--- src/rtl/port_wr_ingress_queue.sv ---
// Per-port write-ingress buffer: circular half-word store plus a descriptor queue
// that feeds the SRAM matcher and forwards matched packets cut-through to the backend.
module port_wr_ingress_queue #(
    parameter int DATA_W       = 16,
    parameter int DEPTH        = 64,
    parameter int PKT_Q        = 4,
    parameter int PORT_W       = 4,
    parameter int LEN_W        = 9,
    parameter int PAUSE_MARGIN = 3
) (
    input  logic              clk,
    input  logic              rst_n,
    input  logic              wr_sop,
    input  logic              wr_vld,
    input  logic [DATA_W-1:0] wr_data,
    input  logic              wr_eop,
    output logic              pause,
    output logic              match_enable,
    output logic [PORT_W-1:0] new_dest_port,
    output logic [LEN_W-1:0]  new_length,
    input  logic              match_suc,
    output logic              ready_to_xfer,
    output logic              xfer_data_vld,
    output logic [DATA_W-1:0] xfer_data,
    output logic              end_of_packet,
    output logic              len_err,
    output logic              ovf_err
);
    localparam int AW = $clog2(DEPTH);
    localparam int QW = $clog2(PKT_Q);
    localparam int CW = LEN_W + 1;
    localparam logic [AW:0] OCC_FULL = (AW+1)'(DEPTH);
    localparam logic [AW:0] MARGIN   = (AW+1)'(PAUSE_MARGIN);
    localparam logic [QW:0] Q_FULL   = (QW+1)'(PKT_Q);

    typedef enum logic [1:0] {W_IDLE, W_HDR, W_BODY} wstate_t;
    typedef enum logic [1:0] {X_IDLE, X_RUN, X_STALL} xstate_t;

    wstate_t r_wstate, w_wstate_nx;
    xstate_t r_xstate, w_xstate_nx;

    logic [DATA_W-1:0] r_buf [DEPTH];
    logic [AW-1:0]     r_wr_ptr, r_rd_ptr;
    logic [AW:0]       r_occ;
    logic [QW:0]       r_wr_q, r_mt_q, r_rd_q;
    logic [PORT_W-1:0] r_dq_dest [PKT_Q];
    logic [LEN_W-1:0]  r_dq_len  [PKT_Q];
    logic [CW-1:0]     r_dq_wcnt [PKT_Q];
    logic              r_dq_done [PKT_Q];
    logic [CW-1:0]     r_xcnt;
    logic              r_pause, r_xfer_vld, r_eop, r_len_err, r_ovf_err;
    logic [DATA_W-1:0] r_xfer_data;

    logic              w_full, w_wr_active, w_wr_en, w_ovf;
    logic              w_q_full, w_hdr_push, w_body_wr, w_eop;
    logic [QW-1:0]     w_tail, w_mt_idx, w_rd_idx;
    logic [CW-1:0]     w_tail_wcnt;
    logic              w_match, w_cur_done, w_can_read, w_last, w_rd_en;
    logic [AW:0]       w_free;

    assign w_full      = (r_occ == OCC_FULL);
    assign w_free      = OCC_FULL - r_occ;
    assign w_wr_active = (r_wstate != W_IDLE) && wr_vld;
    assign w_wr_en     = w_wr_active && !w_full;
    assign w_ovf       = w_wr_active && w_full;
    assign w_q_full    = ((r_wr_q - r_rd_q) == Q_FULL);
    assign w_tail      = r_wr_q[QW-1:0] - QW'(1);
    assign w_mt_idx    = r_mt_q[QW-1:0];
    assign w_rd_idx    = r_rd_q[QW-1:0];
    assign w_hdr_push  = (r_wstate == W_HDR) && w_wr_en;
    assign w_body_wr   = (r_wstate == W_BODY) && w_wr_en;
    assign w_eop       = (r_wstate == W_BODY) && wr_eop;
    assign w_tail_wcnt = r_dq_wcnt[w_tail] + (w_body_wr ? CW'(1) : CW'(0));

    assign match_enable  = (r_mt_q != r_wr_q);
    assign new_dest_port = match_enable ? r_dq_dest[w_mt_idx] : '0;
    assign new_length    = match_enable ? (r_dq_len[w_mt_idx] - LEN_W'(1)) : '0;
    assign w_match       = match_suc && match_enable;
    assign ready_to_xfer = (r_xstate == X_IDLE) && (r_rd_q != r_mt_q);

    // An unfinished packet's newest word is held back until eop (or a later word)
    // shows whether it is the last one, so end_of_packet always rides on it.
    assign w_cur_done = r_dq_done[w_rd_idx];
    assign w_can_read = (r_occ != '0) && (w_cur_done || (r_occ > (AW+1)'(1)));
    assign w_last     = w_cur_done && ((r_xcnt + CW'(1)) == r_dq_wcnt[w_rd_idx]);

    always_comb begin
        w_wstate_nx = r_wstate;
        case (r_wstate)
            W_IDLE:  if (wr_sop && !w_q_full) w_wstate_nx = W_HDR;
            W_HDR:   if (w_hdr_push) w_wstate_nx = W_BODY;
            W_BODY:  if (wr_eop) w_wstate_nx = W_IDLE;
            default: w_wstate_nx = W_IDLE;
        endcase
    end

    always_comb begin
        w_xstate_nx = r_xstate;
        w_rd_en     = 1'b0;
        case (r_xstate)
            X_IDLE:  if (ready_to_xfer) w_xstate_nx = X_RUN;
            X_RUN: begin
                if (w_can_read) begin
                    w_rd_en = 1'b1;
                    if (w_last) w_xstate_nx = X_IDLE;
                end else begin
                    w_xstate_nx = X_STALL;
                end
            end
            X_STALL: if (w_can_read) w_xstate_nx = X_RUN;
            default: w_xstate_nx = X_IDLE;
        endcase
    end

    always_ff @(posedge clk) begin
        if (w_wr_en) r_buf[r_wr_ptr] <= wr_data;
    end

    always_ff @(posedge clk) begin
        if (!rst_n) begin
            r_wstate <= W_IDLE;
            r_xstate <= X_IDLE;
            r_wr_ptr <= '0;
            r_rd_ptr <= '0;
            r_occ    <= '0;
            r_wr_q   <= '0;
            r_mt_q   <= '0;
            r_rd_q   <= '0;
            r_xcnt   <= '0;
            for (int unsigned i = 0; i < PKT_Q; i++) begin
                r_dq_dest[i] <= '0;
                r_dq_len[i]  <= '0;
                r_dq_wcnt[i] <= '0;
                r_dq_done[i] <= 1'b0;
            end
        end else begin
            r_wstate <= w_wstate_nx;
            r_xstate <= w_xstate_nx;
            r_occ    <= r_occ + (AW+1)'(w_wr_en) - (AW+1)'(w_rd_en);
            if (w_wr_en) r_wr_ptr <= r_wr_ptr + AW'(1);
            if (w_rd_en) r_rd_ptr <= r_rd_ptr + AW'(1);
            if (w_hdr_push) begin
                r_dq_dest[r_wr_q[QW-1:0]] <= wr_data[PORT_W-1:0];
                r_dq_len[r_wr_q[QW-1:0]]  <= wr_data[DATA_W-1:7];
                r_dq_wcnt[r_wr_q[QW-1:0]] <= CW'(1);
                r_dq_done[r_wr_q[QW-1:0]] <= 1'b0;
                r_wr_q <= r_wr_q + (QW+1)'(1);
            end
            if (w_body_wr) r_dq_wcnt[w_tail] <= w_tail_wcnt;
            if (w_eop) r_dq_done[w_tail] <= 1'b1;
            if (w_match) r_mt_q <= r_mt_q + (QW+1)'(1);
            if (r_xstate == X_IDLE) r_xcnt <= '0;
            else if (w_rd_en) r_xcnt <= r_xcnt + CW'(1);
            if (w_rd_en && w_last) r_rd_q <= r_rd_q + (QW+1)'(1);
        end
    end

    always_ff @(posedge clk) begin
        if (!rst_n) begin
            r_pause     <= 1'b0;
            r_xfer_vld  <= 1'b0;
            r_eop       <= 1'b0;
            r_len_err   <= 1'b0;
            r_ovf_err   <= 1'b0;
            r_xfer_data <= '0;
        end else begin
            r_pause    <= (w_free <= MARGIN) || w_q_full;
            r_xfer_vld <= w_rd_en;
            r_eop      <= w_rd_en && w_last;
            r_len_err  <= w_eop && (w_tail_wcnt != {1'b0, r_dq_len[w_tail]});
            r_ovf_err  <= w_ovf;
            if (w_rd_en) r_xfer_data <= r_buf[r_rd_ptr];
        end
    end

    assign pause         = r_pause;
    assign xfer_data_vld = r_xfer_vld;
    assign xfer_data     = r_xfer_data;
    assign end_of_packet = r_eop;
    assign len_err       = r_len_err;
    assign ovf_err       = r_ovf_err;
endmodule

--- config.mk ---
export PLATFORM = sky130hd
export DESIGN_NAME = port_wr_ingress_queue
export DESIGN_NICKNAME = d
export VERILOG_FILES = /design/src/rtl/port_wr_ingress_queue.sv
export SDC_FILE = /design/constraint.sdc
export NUM_CORES = 1
export LEC_CHECK = 0
export CAP_MARGIN = 15
export CELL_PAD_IN_SITES_DETAIL_PLACEMENT = 0
export CELL_PAD_IN_SITES_GLOBAL_PLACEMENT = 1
export CORE_MARGIN = 5
export CORE_UTILIZATION = 40
export DETAILED_ROUTE_END_ITERATION = 12
export PLACE_DENSITY_LB_ADDON = 0.15
export SYNTH_ARGS = -nofsm -noshare
export SYNTH_HDL_FRONTEND = slang
export SYNTH_SLANG_ARGS = --single-unit
--- constraint.sdc ---
create_clock -name clk -period 5.4 [get_ports clk]
set_clock_uncertainty 0.05 [all_clocks]
set_input_delay 0.81 -clock clk [delete_from_list [all_inputs] [get_ports clk]]
set_output_delay 0.81 -clock clk [all_outputs]
set_load 0.03 [all_outputs]
# Word-level counts from Yosys, hierarchy flattened
# Memory sizes are Yosys's and may differ from the RTL's. A register that Yosys moved wholly into a read port is not among the register bits.
# Cells that the tools add are included.
totals:
  n_memories: 5
  mem_bits_rw: 1120
  ff_bits: 47
  wordCells: 134
  out_inout_bits: 36
classes:
  order_cmp: 2
  reduce_logical: 31
  n_addsub: 13
  n_bitwise: 1
  eq_ne: 16
  mux: 52
mem_list:
  columns: ["name", "words", "width", "rd", "rd_clocked_by_memory_dff", "wr", "line", "source"]
  rows:
  - ["r_buf", 64, 16, 1, 1, 1, "42", "logic [DATA_W-1:0] r_buf [DEPTH];"]
  - ["r_dq_wcnt", 4, 10, 2, 1, 4, "48", "logic [CW-1:0] r_dq_wcnt [PKT_Q];"]
  - ["r_dq_len", 4, 9, 2, 1, 4, "47", "logic [LEN_W-1:0] r_dq_len [PKT_Q];"]
  - ["r_dq_dest", 4, 4, 1, 1, 4, "46", "logic [PORT_W-1:0] r_dq_dest [PKT_Q];"]
  - ["r_dq_done", 4, 1, 1, 1, 4, "49", "logic r_dq_done [PKT_Q];"]
ops:
  columns: ["cell", "count"]
  rows:
  - ["$mux 2", 21]
  - ["$mux 1", 23]
  - ["$mux 10", 2]
  - ["$reduce_or 10->1", 2]
  - ["$mux 9", 2]
  - ["$logic_and 1x1->1", 13]
  - ["$add 6x1->6 const B", 2]
  - ["$pmux 2 s3", 2]
  - ["$add 10x1->10", 1]
  - ["$add 10x1->10 const B", 1]
  - ["$eq 10x10->1", 1]
  - ["$ne 10x9->1", 1]
  - ["$ne 2x2->1 const B", 5]
  - ["$add 3x1->3 const B", 3]
  - ["$reduce_or 9->1", 1]
  - ["$sub 9x1->9 const B", 1]
  - ["$mux 4", 2]
  - ["$add 7x1->7", 1]
  - ["$eq 7x7->1 const B", 1]
  - ["$gt 7x1->1 const B", 1]
  - ["$le 7x2->1 const B", 1]
  - ["$reduce_bool 7->1", 1]
  - ["$sub 7x1->7", 1]
  - ["$sub 7x7->7 const A", 1]
  - ["other kinds (16)", 25]

# Logic depth before layout (Yosys ltp)
# Gate-level depths: netlist (run 1).
logic_depth:
  depth_word: 10
  mapped_depth: 22
  mapped_depth_nobuf: 19

# Worst setup path after synthesis (run 1)
# Ideal clock, no wire load.
synth_path:
  path_kind: "reg-to-reg"
  start: "register with a tool-made name"
  end: "register r_occ[6]"
  slack_ns: 1.314
  required_time_ns: 5.222
  setup_time_ns: 0.128
  t_arrival_ns: 3.908
  path_buffers: 4
  synth_period_minus_slack_ns: 4.086
  path_stages_with_launch: 22
  path_cell_list: "dfxtp_1 > clkbuf_1 > mux4_1 > nor2b_1 > o2111a_1 > or3_1 > clkbuf_1 > inv_1 > clkbuf_1 > clkbuf_1 > ha_1 > inv_1 > ha_1 > inv_1 > fa_1 > o21bai_1 > a21oi_1 > nor2_1 > nor2_1 > o21bai_1 > xor2_1 > nor2_1"
synth_lines:
  columns: ["element", "line", "source"]
  rows:
  - ["end signal, assigned", "139", "r_occ <= r_occ + (AW+1)'(w_wr_en) - (AW+1)'(w_rd_en);"]
  - ["end, declared", "44", "logic [AW:0] r_occ;"]

==> results of run 1 <==
## flip-flops by register name, indices dropped and copies added, names as in the netlist, 3 cells and up, named ones only
name	cells
r_rd_ptr	6
r_buf	1024
r_rd_q	3
r_xcnt	10
r_dq_dest	16
r_wr_ptr	6
xfer_data	16
r_occ	7
r_wr_q	3
r_dq_len	36
r_dq_wcnt	40
r_dq_done	4
r_mt_q	3
## placed cells by master, fill, tap and decap left out, types with 4 or more instances in the layout
cell type | synthesis | final
nand2_1 | 77 | 77
nand2b_1 | 12 | 12
buf_4 | 0 | 98
and3_1 | 14 | 14
and2_1 | 44 | 44
bufinv_16 | 0 | 9
nor2_1 | 166 | 116
nand3b_1 | 4 | 4
o22ai_1 | 19 | 19
xor2_1 | 32 | 32
clkbuf_1 | 91 | 37
clkbuf_16 | 0 | 134
inv_1 | 36 | 36
edfxtp_1 | 1117 | 1117
xnor2_1 | 30 | 30
ha_1 | 28 | 28
nand3_1 | 15 | 15
a22o_1 | 16 | 16
a221oi_1 | 16 | 16
o21ai_0 | 13 | 11
mux4_2 | 354 | 354
dfxtp_1 | 70 | 65
or2_2 | 4 | 4
dfxtp_4 | 0 | 4
a21oi_1 | 25 | 25
buf_12 | 0 | 9
mux4_1 | 10 | 10
buf_2 | 4 | 18
clkdlybuf4s50_1 | 0 | 40
clkinv_2 | 0 | 15
nor2_2 | 0 | 50
nand4_1 | 8 | 8
or3_1 | 5 | 5
clkinv_1 | 0 | 26
nor2b_1 | 12 | 12
nor4_1 | 4 | 4
nor3_1 | 20 | 19
## how the worst max path moves through the flow
stage,start,to
2_1_floorplan,flop,r_occ[6]
3_3_place_gp,wr_vld,r_buf[25][6]
3_5_place_dp,wr_vld,r_buf[25][6]
4_1_cts,flop,new_length[8]
5_1_grt,flop,new_length[8]
6_report,flop,new_length[8]
## per-stage QoR
stage | total power [uW] | util [%] | hold WS, ns | cells | setup WS, ns
floorplan | 10890 | - | 0.3787 | 2326 | 1.314
global placement | 11270 | 42.74 | 0.4149 | 3896 | 1.280
detailed placement | 11280 | 42.74 | 0.4147 | 3896 | 1.269
CTS | 19880 | 46.22 | 0.4264 | 4129 | 0.5913
global route | 20370 | 46.24 | 0.4399 | 4131 | 0.3145
finish | 19670 | 46.24 | 0.4331 | 4132 | 0.6901
## cell families (layout without fill, tap and decap cells)
logic type	Yosys count	count (layout)	synth area share, %
simple gates	393	393	3.855
xor+xnor	66	66	1.338
mux	366	366	17.37
compound gates	119	119	1.780
fa+ha+maj	29	29	0.7794
buf+inv	166	435	1.340
flops	1187	1187	73.53
other cells	0	1	0
## layout make-up
class	instances	area [um^2]	share of cell area, %
clock buffer	173	3520	6.446
timing repair buffer	165	1406	2.576
tap	1536	1922	3.520
sequential	1187	34960	64.02
multi-input combinational	973	12070	22.10
clock inverter	60	585.6	1.072
antenna	1	2.502	0.004583
inverter	37	138.9	0.2543
## worst reg2reg max path, stage by stage, from the launching register on
cell      delay (ns)
dfxtp_4         0.87
buf_12          0.44
buf_4           0.53
mux4_2          0.61
mux4_2          0.55
a221oi_1        0.54
o22ai_1         0.14
## power groups by stage
stage                     registers (uW)  clock network [uW]  logic (uW)
after floorplan                    10400                   0         531
after global placement             10400                   0         907
after detailed placement           10400                   0         915
after CTS                          10200                8790         917
after global routing               10200                9210         989
final                              10200                8590         905
## per-layer routing
metal / part of all wire [%] / vias to the layer above / track usage, %
li1: - / 9900 / -
met4: 2.0 / 2 / 4.478
met2: 49 / 691 / 31.90
met3: 6.0 / 147 / 4.296
met5: 0.011 / - / 0
met1: 43 / 12540 / 26.38
==> qor.txt, run 1 <==
DRT Wirelength - 120.5 mm
Asr flop ratio synth - 0%
Status - finished clean
Crit-path leading delay family - simple AND/OR/NAND/NOR gates
IO Count - 58
Worst-Skew Late Latency - 0.73 ns
DRT antenna net count - 0
Initial DRC Count - 2352
Initial antenna violation count - 9
Data arrival time of the worst path - 3.85 ns
Synth Flop Type - edfxtp_1
Minimum clock period - 4.710 ns
CTS resizes - 0
FF-to-FF End - xfer_data[12]
Most common cell in the netlist - edfxtp_1
F_max - 212.3 MHz
First-pass GRT wire length - 175.9 mm
Hold path start - xfer_data[12]
Top cell type's share of synthesized area - 70.58%
Top post-synthesis cells by count - 1117 x edfxtp_1, 354 x mux4_2, 166 x nor2_1
First drt pass iteration count - 5
Hold Crit Class - reg2reg
Final Hold Viols - 0
Initial Utilization - 40.24%
Pleak - 0.01686 uW
RSZ-0062 raised after global routing - no
Final Instance Area - 54600 um^2
Seq pwr share - 51.7%
Clock-pin slew on the worst setup and hold paths - 0.06 ns
Via Count - 23280
Reg2Reg Depth - 6
Worst-Margin Slew - 1.139 ns
Number of hold buffers added after CTS - 0
Hold worst-path end - xfer_data[12]
Largest area contributor in the netlist - edfxtp_1
Synthesized area per cell - 20.43 um^2
WHS Path Cells - 2
Clk network pwr share - 43.7%
Max_cap viols - 0
Ranking of synthesized cells by area - edfxtp_1 71%, mux4_2 17%, dfxtp_1 2.9%
DP HPWL - 72.24 mm
Share of cells above drive strength 1 - 27.59%
Part of the cycle the worst path needs - 87.22%
Syn Inst Count - 2326
DRC violations left - 0
Drt wl/cell - 29.16 um
Syn. warnings - 0
Yosys cell types - 62
Req. time, crit path - 4.54 ns
CP Buf/Inv Count - 1
Pin count of the biggest net entering global routing - 105
Syn Std Cell Area - 47520 um^2
Placer Congestion - 0.8161
Max Root-Sink Buffers - 3
GRT overflow - 0
Critical-path cell list - mux4_2 > nor4_1 > nand2_1 > nor3_1 > xnor2_1 > nor2_1 > clkdlybuf4s50_1
Crit-path max cell delay - 0.82 ns
Critical path endpoint category - output pin
Clk sinks - 1187
Switching Fraction - 21.22%
P_sw - 4173 uW
Via-to-Cell Ratio - 5.634
Global Route Usage Sum - 19.30%
Reg2reg setup slack - 1.54 ns
Power per cell area - 360.2 nW/um^2
Setup Viol. Count Final - 0
Slew margin rel. - 23.94%
Die ar. - 125800 um^2
Critical path depth - 7
Root buf cell - clkbuf_16
NumNets Final - 2546
Seq/Total Area, Yosys - 73.53%
Post-CTS Repair Setup Buffers - 0
Standard-cell row count - 126
Syn_nets - 2377
Int Power - 15490 uW
Number of global-route vias before repair - 24460
Core Area - 118100 um^2
Port Buffer Count - 57
Setup Crit Path Kind - reg2out
Number of buffers created by CTS - 131
Synth-to-layout area growth - 14.91%
Max Slew Vio Count - 0
Filler instances - 9847
Number of synthesized flops with an enable pin - 1117
Die Wd - 354.7 um
TritonCTS clock tree - done
Maximum vdd drop - 0.3041 mV
Yosys reg bits - 1187
CTS H-Tree Depth - 4
Setup TNS - 0 ns
Crit path max fanout - 13
Worst R2R Start - r_rd_ptr[0]
Die Ht - 354.7 um
Area after DPL - 50470 um^2
Critical path launch point type - flop
Crit-path slowest cell - dfxtp_1
Comb power frac - 4.6%
No activity file was read; power rests on OpenSTA's default activity.
==> run 2: changes to the inputs <==
- ABC_CLOCK_PERIOD_IN_PS: unset -> 5400
- CTS_CLUSTER_DIAMETER: unset -> 30
==> qor.txt, run 2 (synthesized netlist as in run 1, its figures left out) <==
Placer Congestion - 0.8161
Die Ht - 354.7 um
Minimum clock period - 4.786 ns
Clk sinks - 1187
Post-CTS Repair Setup Buffers - 0
Hold Crit Class - reg2reg
NumNets Final - 2695
Data arrival time of the worst path - 3.93 ns
Initial antenna violation count - 8
Pre-CTS setup slack - 1.269 ns
Setup TNS - 0 ns
Critical path launch point type - flop
Initial Utilization - 40.24%
Maximum vdd drop - 0.2790 mV
Crit-path max cell delay - 0.83 ns
Slew margin rel. - 22.07%
Part of the cycle the worst path needs - 88.63%
Worst-Margin Slew - 1.167 ns
Largest regs - r_buf x1024, r_dq_wcnt x40, r_dq_len x36
Standard-cell row count - 126
Seq pwr share - 38.0%
RSZ-0062 raised after global routing - no
Final Util - 50.31%
Number of global-route vias before repair - 25980
Initial DRC Count - 2026
Max Slew Vio Count - 0
Clock-pin slew on the worst setup and hold paths - 0.04 ns
Commonest non-fill, non-tap cell in the layout - edfxtp_1
DRT Wirelength - 123.6 mm
F_max - 208.9 MHz
Int Power - 21380 uW
Area after DPL - 50470 um^2
Setup Viol. Count Final - 0
Max_cap viols - 0
Commonest cells after routing, fill and taps aside - 1117 x edfxtp_1, 354 x mux4_2, 285 x clkbuf_16
Root buf cell - clkbuf_16
TritonCTS clock tree - done
M3 GR Usage - 5.416%
Critical path endpoint category - output pin
Via Count - 24280
Drt wl/cell - 28.19 um
Number of buffers created by CTS - 280
P_sw - 5473 uW
Crit-path leading delay family - simple AND/OR/NAND/NOR gates
First-pass GRT wire length - 180.0 mm
Core Area - 118100 um^2
Crit-path slowest cell - dfxtp_1
Max Root-Sink Buffers - 4
Port Buffer Count - 57
Critical-path cell list - mux4_2 > nor4_1 > nand2_1 > nor3_1 > xnor2_1 > nor2_1 > clkdlybuf4s50_1
Setup Crit Path Kind - reg2out
Final Instance Area - 59400 um^2
DRT antenna net count - 0
Met1 usage - 26.10%
Power per cell area - 452.0 nW/um^2
Worst-Skew Late Latency - 0.83 ns
Crit path max fanout - 13
Pleak - 0.01918 uW
CP Buf/Inv Count - 1
Comb power frac - 3.4%
IO Count - 58
Status - finished clean
Final Hold Viols - 0
DRC violations left - 0
First drt pass iteration count - 5
Global Route Usage Sum - 19.75%
CTS H-Tree Depth - 5
Reg with most FFs - r_buf
Clk network pwr share - 58.6%
Synth-to-layout area growth - 25.01%
Pin count of the biggest net entering global routing - 105
Max reg flops - 1024
PnR worst setup slack - 0.6141 ns
Via-to-Cell Ratio - 5.540
Die ar. - 125800 um^2
Req. time, crit path - 4.54 ns
CTS resizes - 0
DP HPWL - 72.24 mm
Switching Fraction - 20.38%
Die Wd - 354.7 um
Number of hold buffers added after CTS - 0
GR met2 Demand/Resource - 31.91%
GRT overflow - 0
Top Usage Layer GRT - met2
Share of cells above drive strength 1 - 32.99%
run 2: cell count changes in the layout (fill, tap and decap cells not counted), moves of 13 or more:
cell,previous run,this run
clkbuf_16,134,285
bufinv_16,9,26
clkinv_2,15,32
clkinv_1,26,41
clkinvlp_4,1,15
clkbuf_1,37,50
clkinv_4,0,13
run 2: final cells by class:
| class | instances | area, um^2 |
|---|---|---|
| inverters | 37 | 138.9 |
| multi-input cells | 973 | 12070 |
| clock inverters | 142 | 1489 |
| well taps | 1536 | 1922 |
| flip-flops and latches | 1187 | 34960 |
| diodes | 1 | 2.502 |
| repair buffers | 165 | 1406 |
| fillers | 9462 | 58680 |
| clock buffers | 342 | 7416 |
run 2: power groups by stage:
stage	clock network [uW]	registers [uW]	logic [uW]
after floorplan	0	10400	531
after global placement	0	10400	907
after detailed placement	0	10400	915
after CTS	16000	10200	917
after global routing	16600	10200	990
final	15700	10200	905
run 2: per-layer routing:
metal	part of all wire, %	vias up	wire (um)
met1	41	12900	50910
met2	49	873	60600
met4	2.6	0	3210
met5	0	-	0
li1	-	10300	-
met3	7.2	210	8847
run 2: worst reg2reg max path: stages (launching register included):
cell	delay, ns
dfxtp_4	0.84
buf_12	0.44
buf_4	0.53
mux4_2	0.61
mux4_2	0.57
a221oi_1	0.50
o22ai_1	0.13
run 2: metrics by stage:
step / power (uW) / hold WS, ns / std cells
floorplan: 10890 / 0.3787 / 2326
global placement: 11270 / 0.4149 / 3896
detailed placement: 11280 / 0.4147 / 3896
CTS: 27150 / 0.4242 / 4380
global route: 27760 / 0.4375 / 4382
finish: 26850 / 0.4269 / 4383
run 2: final timing paths:
check | startpoint | endpoint | slack [ns] | cells past startpoint
hold / removal | xfer_data[12] | xfer_data[12] | 0.43 | 2
setup reg to reg | r_rd_ptr[0] | xfer_data[12] | 1.59 | 6
setup / recovery | flop | new_length[8] | 0.61 | 7
hold reg to reg | xfer_data[12] | xfer_data[12] | 0.43 | 2
